**config.mk**
```make
export PLATFORM = sky130hd
export DESIGN_NAME = bowling_game_ctrl
export DESIGN_NICKNAME = d
export VERILOG_FILES = /design/src/rtl/bowling_game_ctrl.sv
export SDC_FILE = /design/constraint.sdc
export NUM_CORES = 1
export LEC_CHECK = 0
export ABC_CLOCK_PERIOD_IN_PS = 5600
export BUFFER_PORTS_ARGS = -buffer_cell sky130_fd_sc_hd__buf_4
export CAP_MARGIN = 20
export CORE_MARGIN = 4
export CORE_UTILIZATION = 40
export CTS_CLUSTER_SIZE = 28
export DETAILED_ROUTE_END_ITERATION = 16
export GPL_TIMING_DRIVEN = 0
export HOLD_SLACK_MARGIN = 0.15
export PLACE_DENSITY = 0.61
export SYNTH_ARGS = -nofsm -noshare
export SYNTH_HDL_FRONTEND = slang
export SYNTH_SLANG_ARGS = --single-unit
```
**constraint.sdc**
```tcl
create_clock -name CLOCK_50 -period 5.6 [get_ports CLOCK_50]
set_clock_uncertainty 0.1 [all_clocks]
set_input_delay 0.28 -clock CLOCK_50 [delete_from_list [all_inputs] [get_ports CLOCK_50]]
set_output_delay 0.28 -clock CLOCK_50 [all_outputs]
set_load 0.05 [all_outputs]
```
**src/rtl/bowling_game_ctrl.sv**
```systemverilog
// Game sequencer for a bowling lane: captures each throw's pin count and
// replays it as single-cycle hit pulses into the score counter.
module bowling_game_ctrl #(
  parameter int unsigned NUM_THROWS  = 3,
  parameter int unsigned MAX_PINS    = 10,
  parameter int unsigned TIMEOUT_CYC = 50000000,
  parameter int unsigned TW          = 26
) (
  input  logic       CLOCK_50,
  input  logic       reset,
  input  logic       new_game,
  input  logic       throw_start,
  input  logic       throw_done,
  input  logic [3:0] pins_down,
  output logic       hit,
  output logic       score_clr,
  output logic [1:0] throw_num,
  output logic       rolling,
  output logic       game_over
);

  localparam int unsigned PW = 4;
  localparam int unsigned NW = 2;

  typedef enum logic [2:0] {
    S_IDLE,
    S_ROLLING,
    S_TALLY,
    S_ADVANCE,
    S_DONE,
    S_CLEAR
  } state_t;

  state_t        state_q, state_d;
  logic          hit_q, hit_d;
  logic          score_clr_q, score_clr_d;
  logic [NW-1:0] throw_num_q, throw_num_d;
  logic          rolling_q, rolling_d;
  logic          game_over_q, game_over_d;
  logic [PW-1:0] pin_cnt_q, pin_cnt_d;
  logic [TW-1:0] tmo_cnt_q, tmo_cnt_d;

  logic [PW-1:0] pins_clamped_c;
  logic          timeout_c;
  logic          last_throw_c;

  assign pins_clamped_c = (pins_down > PW'(MAX_PINS)) ? PW'(MAX_PINS) : pins_down;
  assign timeout_c      = (tmo_cnt_q == TW'(TIMEOUT_CYC - 1));
  assign last_throw_c   = (throw_num_q == NW'(NUM_THROWS - 1));

  // Next-state and registered-output logic; new_game overrides everything
  always_comb begin
    state_d     = state_q;
    hit_d       = 1'b0;
    score_clr_d = 1'b0;
    throw_num_d = throw_num_q;
    rolling_d   = rolling_q;
    game_over_d = game_over_q;
    pin_cnt_d   = pin_cnt_q;
    tmo_cnt_d   = tmo_cnt_q;

    if (new_game) begin
      state_d     = S_CLEAR;
      score_clr_d = 1'b1;
      throw_num_d = '0;
      rolling_d   = 1'b0;
      game_over_d = 1'b0;
      pin_cnt_d   = '0;
      tmo_cnt_d   = '0;
    end else begin
      unique case (state_q)
        S_IDLE: begin
          if (throw_start) begin
            state_d   = S_ROLLING;
            tmo_cnt_d = '0;
            rolling_d = 1'b1;
          end
        end
        S_ROLLING: begin
          tmo_cnt_d = tmo_cnt_q + TW'(1);
          if (throw_done) begin
            rolling_d = 1'b0;
            if (pins_clamped_c != '0) begin
              // first hit goes out on the same edge that samples the result
              state_d   = S_TALLY;
              hit_d     = 1'b1;
              pin_cnt_d = pins_clamped_c - PW'(1);
            end else begin
              state_d   = S_ADVANCE;
              pin_cnt_d = '0;
            end
          end else if (timeout_c) begin
            rolling_d = 1'b0;
            pin_cnt_d = '0;
            state_d   = S_ADVANCE;
          end
        end
        S_TALLY: begin
          if (pin_cnt_q != '0) begin
            hit_d     = 1'b1;
            pin_cnt_d = pin_cnt_q - PW'(1);
          end else begin
            state_d = S_ADVANCE;
          end
        end
        S_ADVANCE: begin
          if (last_throw_c) begin
            state_d     = S_DONE;
            game_over_d = 1'b1;
          end else begin
            throw_num_d = throw_num_q + NW'(1);
            state_d     = S_IDLE;
          end
        end
        S_DONE: begin
          game_over_d = 1'b1;
        end
        S_CLEAR: begin
          state_d = S_IDLE;
        end
        default: begin
          state_d = S_IDLE;
        end
      endcase
    end
  end

  always_ff @(posedge CLOCK_50 or posedge reset) begin
    if (reset) begin
      state_q     <= S_IDLE;
      hit_q       <= 1'b0;
      score_clr_q <= 1'b0;
      throw_num_q <= '0;
      rolling_q   <= 1'b0;
      game_over_q <= 1'b0;
      pin_cnt_q   <= '0;
      tmo_cnt_q   <= '0;
    end else begin
      state_q     <= state_d;
      hit_q       <= hit_d;
      score_clr_q <= score_clr_d;
      throw_num_q <= throw_num_d;
      rolling_q   <= rolling_d;
      game_over_q <= game_over_d;
      pin_cnt_q   <= pin_cnt_d;
      tmo_cnt_q   <= tmo_cnt_d;
    end
  end

  assign hit       = hit_q;
  assign score_clr = score_clr_q;
  assign throw_num = throw_num_q;
  assign rolling   = rolling_q;
  assign game_over = game_over_q;

endmodule

```
# ---- Yosys cells after proc, flatten, opt, wreduce, memory -nomap -nowiden
# Cells that the tools add are included.
dict set report totals {
  reg_bits 39
  out_inout_bits 6
  word_cells 74
}
dict set report classes {
  mux 35
  reduce_logical 13
  eq_ne 13
  magnitude_cmp 1
  addsub 4
}
# cell n
set op_table {}
lappend op_table {{$mux W26} 2}
lappend op_table {{$pmux W26 S2} 1}
lappend op_table {{$add A26 B1 Y26 const B} 1}
lappend op_table {{$eq A26 B26 Y1 const B} 1}
lappend op_table {{$mux W4} 6}
lappend op_table {{$mux W3} 6}
lappend op_table {{$pmux W3 S5} 1}
lappend op_table {{$mux W1} 12}
lappend op_table {{$ne A3 B3 Y1 const B} 4}
lappend op_table {{$reduce_bool A3 Y1} 3}
lappend op_table {{$pmux W4 S2} 1}
lappend op_table {{$reduce_bool A4 Y1} 2}
lappend op_table {{$sub A4 B1 Y4 const B} 2}
lappend op_table {{$eq A3 B2 Y1 const B} 2}
lappend op_table {{$mux W2} 3}
lappend op_table {{$pmux W1 S2} 3}
lappend op_table {{$reduce_and A2 Y1} 3}
lappend op_table {{$reduce_and A3 Y1} 2}
lappend op_table {{$gt A4 B4 Y1 const B} 1}
lappend op_table {{$ne A2 B2 Y1 const B} 2}
lappend op_table {{$ne A4 B4 Y1 const B} 1}
lappend op_table {{$reduce_and A4 Y1} 1}
lappend op_table {{$eq A3 B1 Y1 const B} 1}
lappend op_table {{$eq A3 B3 Y1 const B} 1}
lappend op_table {{4 further kinds} 4}

# ---- Logic depth before layout (Yosys ltp)
dict set report logic_depth {
  ltp_word 7
  mapped_depth 7
  ltp_nobuf 6
}

# ---- Worst setup path before layout
# Ideal clock, no wire load.
dict set report synth_timing {
  kind {reg2reg}
  from {register tmo_cnt_q[7]}
  to {register pin_cnt_q[0]}
  period_less_slack_ns 2.145
  t_arrival_ns 1.919
  setup_ns 0.126
  required_time_ns 5.374
  setup_slack_ns 3.455
  path_stages_with_launch 6
  cell_sequence {dfrtp_1 -> or4b_1 -> nor4_1 -> a31oi_1 -> a21o_1 -> a311o_1}
}
dict set report synth_via {
  elab_chain_len 3
}
# item line_no
set synth_rtl {}
lappend synth_rtl {{start, declared} 41} ;# logic [TW-1:0] tmo_cnt_q, tmo_cnt_d;
lappend synth_rtl {{start signal, assigned} 146} ;# tmo_cnt_q <= tmo_cnt_d;
lappend synth_rtl {{$eq A26 B26 Y1} 48} ;# assign timeout_c = (tmo_cnt_q == TW'(TIMEOUT_CYC - 1));
lappend synth_rtl {{$ne A4 B4 Y1 (no source line)} -}
lappend synth_rtl {{$reduce_and A3 Y1 (no source line)} -}
lappend synth_rtl {{end signal, assigned} 145} ;# pin_cnt_q <= pin_cnt_d;
lappend synth_rtl {{end, declared} 40} ;# logic [PW-1:0] pin_cnt_q, pin_cnt_d;
# No other way between the ends.
# A chain may end at the register's enable or synchronous reset.

# ---- Worst setup path in the final report
# Same ends and word-level chain as after synthesis.

==> results.md <==
- Drc violations: 0
- Largest net degree at the start of global routing: 40
- Max-slew headroom: 45.8%
- CTS H-Tree Depth: 2
- RSZ-0062 raised after global routing: no
- XOR/XNOR Fraction of Synth Area: 5.10%
- Core Area: 0.00527 mm^2
- Cells along the critical path: or4b_1 > nor4_1 > a31oi_1 > a21o_1 > a311o_1
- Hpwl dp: 3.33 mm
- CP max stage cell: or4b_1
- Final WL: 4.67 mm
- Fill cells: 515
- Final net count: 279
- CP Capture Type: flop
- Async SR Flop Fraction: 100%
- Crit path DAT: 2.53 ns
- Multi-input gate area: 0.00117 mm^2
- Final setup viols: 0
- Critical path's top delay family: compound AO/OA/AOI/OAI gates
- Post-synth top flop: dfrtp_1
- Synth Net Count: 256
- Top achievable clock speed: 407 MHz
- Worst Hold Class: primary input to flop
- First-pass GRT wire length: 8.63 mm
- Worst-margin pin slew: 0.812 ns
- Start point of the critical path: tmo_cnt_q[7]$_DFFE_PP0P_
- Most common cell after layout, fill and taps aside: dfrtp_1
- Vias/cell: 5.60
- Die Y: 82.7 um
- Share of layout cells above drive strength 1: 12.7%
- Max-slew violations: 0
- Initial antenna violation count: 0
- Area grow syn2layout: 14.0%
- Critical path class: flop to flop
- Mux contribution to synthesized area: 1.40%
- Clock root buffer master: clkbuf_8
- Post-detailed-route wirelength per cell: 13.9 um
- Yosys reg bits: 39
- Rows: 26
- Hold Slack: 0.282 ns
- IO Count: 15
- CP Launch Type: flop
- Synth cell types: 60
- R2r setup slk: 3.15 ns
- Reg2reg end: pin_cnt_q[0]$_DFFE_PP0P_
- N_diodes: 0
- Clk pin slew, worst setup/hold paths: 0.08 ns
- Total GRT Usage: 16.3%
- Maxcap violations: 0
- Routability congestion estimate: 0.782
- Area fraction in compound gates after synthesis: 16.9%
- Total power: 0.585 mW
- Worst-path fanout max: 6
- Sequential area share after synthesis: 43.7%
- Syn avg cell area: 9.19 um^2
- Worst r2r src: tmo_cnt_q[7]$_DFFE_PP0P_
- CP required: 5.68 ns
- IO buf count: 14
- Cells after synthesis: 243
- PD cells: 230 mW/mm^2
- Simple-gate share of the synthesized area: 26.5%
- Starting Density: 42.4%
- Post-synth EDFFs: 0
- Vias in the first global route: 1843
- Worst path bufs/invs: 0
- Sink Count: 39
- Final Critical Period: 2.45 ns
- Final worst-path cycle share: 43.8%
- TritonCTS clock tree: done
- R2R depth: 5
- Longest Clk Path Bufs: 2
- CP Capture Point: pin_cnt_q[0]$_DFFE_PP0P_
- Setup Fix Bufs, Post-CTS: 0
- Post-Syn Area: 0.00223 mm^2
- Most frequent cells in the layout: dfrtp_1, nor2_1, nand2_1, buf_4
- Leakage: 1.04 nW
- Post-synthesis adder-cell area fraction: 2.69%
- CP Depth: 5
- Worst path max stage delay: 0.53 ns
- Storage cell area: 976 um^2
- Final hold vios: 0
- TritonCTS Buffers: 5
- Vias: 1886
- YS warnings: 0
- Worst vdd ir: 0.122 mV
- Total grt overflow: 0
- Final TNS setup: 0 ns
- Die Footprint: 0.00684 mm^2
- Run status: completed
- DR iter-0 viols: 81
- DRT Pass-1 Iters: 4
- Worst-skew pair later-pin latency: 0.29 ns
- ANT nets after route: 0
- Die width: 82.7 um
- Largest family of logic cells by synthesized area: simple AND/OR/NAND/NOR gates
==> stage by stage <==
stage	instances	util, %	setup slack (ns)	instance area [um^2]
final	337	48.3	3.15	2550
after global routing	337	48.3	2.99	2550
after CTS	337	48.3	3.13	2550
after detailed placement	327	46.0	3.15	2430
after global placement	327	46.0	3.12	2430
after floorplan	243	-	3.45	2230
==> worst reg2reg max path, delay by kind of cell (launching register included) <==
kind / cells / cell delay, ns
compound gates: 3 / 0.93
simple gates: 2 / 0.87
flops: 1 / 0.44
==> worst min-delay path by stage <==
stage	from	slack, ns	end	cells past startpoint
after floorplan	new_game	0.21	score_clr$_DFF_PP0_	0
after global placement	new_game	0.35	score_clr$_DFF_PP0_	1
after detailed placement	new_game	0.35	score_clr$_DFF_PP0_	1
after CTS	throw_start	0.25	state_q[0]$_DFFE_PP0P_	3
after global routing	throw_start	0.30	state_q[0]$_DFFE_PP0P_	3
final	throw_start	0.28	state_q[0]$_DFFE_PP0P_	3
==> logic make-up (layout without fill, tap and decap cells) <==
family / Yosys count / count (layout)
xor gates and xnor gates: 13 / 13
AOI/OAI and AO/OA: 56 / 56
and+or+nand+nor: 106 / 106
muxes: 3 / 3
adders and majority gates: 5 / 5
DFF: 39 / 39
buffers and inverters: 21 / 45
==> final cells by class <==
type,count,share of cell area [%]
Inverter,12,1.77
Sequential cell,39,38.3
Buffer,9,1.47
Multi-Input combinational cell,183,46.1
Clock buffer,8,3.93
Timing Repair Buffer,16,4.91
Tap cell,70,3.44
==> state kept, by name (all words and copies together), names as in the netlist <==
name,cells
game_over,1
hit,1
pin_cnt_q,4
rolling,1
score_clr,1
state_q,3
throw_num,2
tmo_cnt_q,26
==> cells in the mapped netlist (all sizes together) (2+ instances only) <==
master,count,share of area (%)
a21oi,10,2.2
nand3b,2,0.67
nand2,19,3.5
nor3,6,1.3
o22ai,2,0.56
nand3,7,1.6
o21ai,13,2.9
and3,2,0.56
dfrtp,39,44
or2,2,0.56
nand4,10,3.5
a21o,2,0.67
and2,2,0.56
a211oi,3,1.0
nor2b,3,0.84
a31oi,4,1.1
nor4b,3,1.2
xnor2,9,3.5
nand2b,2,0.56
o21a,2,0.67
o32ai,2,0.78
or3b,2,0.78
o31ai,6,2.2
nor4,6,1.7
a41oi,2,0.78
buf,4,0.84
xor2,4,1.6
inv,11,1.8
ha,4,2.2
or3,3,0.84
nor3b,3,1.2
mux2i,2,0.90
nor2,30,5.5
clkbuf,5,0.84
==> repair_timing <==
item	in CTS	in global routing
resized for setup	0	0
endpoints found under the hold margin	40	0
hold buffers	2	0
==> power breakdown <==
| group | total, mW | switching, mW | internal (mW) | leakage (nW) |
|---|---|---|---|---|
| registers | 0.292 | 0.00386 | 0.288 | 0.532 |
| clock network | 0.210 | 0.0977 | 0.112 | 0.0515 |
| logic | 0.0833 | 0.0556 | 0.0277 | 0.454 |
==> layer usage <==
layer  vias to the layer above  global-route usage, %  part of all wire, %
met4                         0                   5.07                  1.2
li1                        938                      -                    -
met5                         -                      0                    0
met1                       917                   22.3                   49
met2                        24                   26.1                   46
met3                         7                   2.93                  3.3
(Power assumes the default switching activity.)
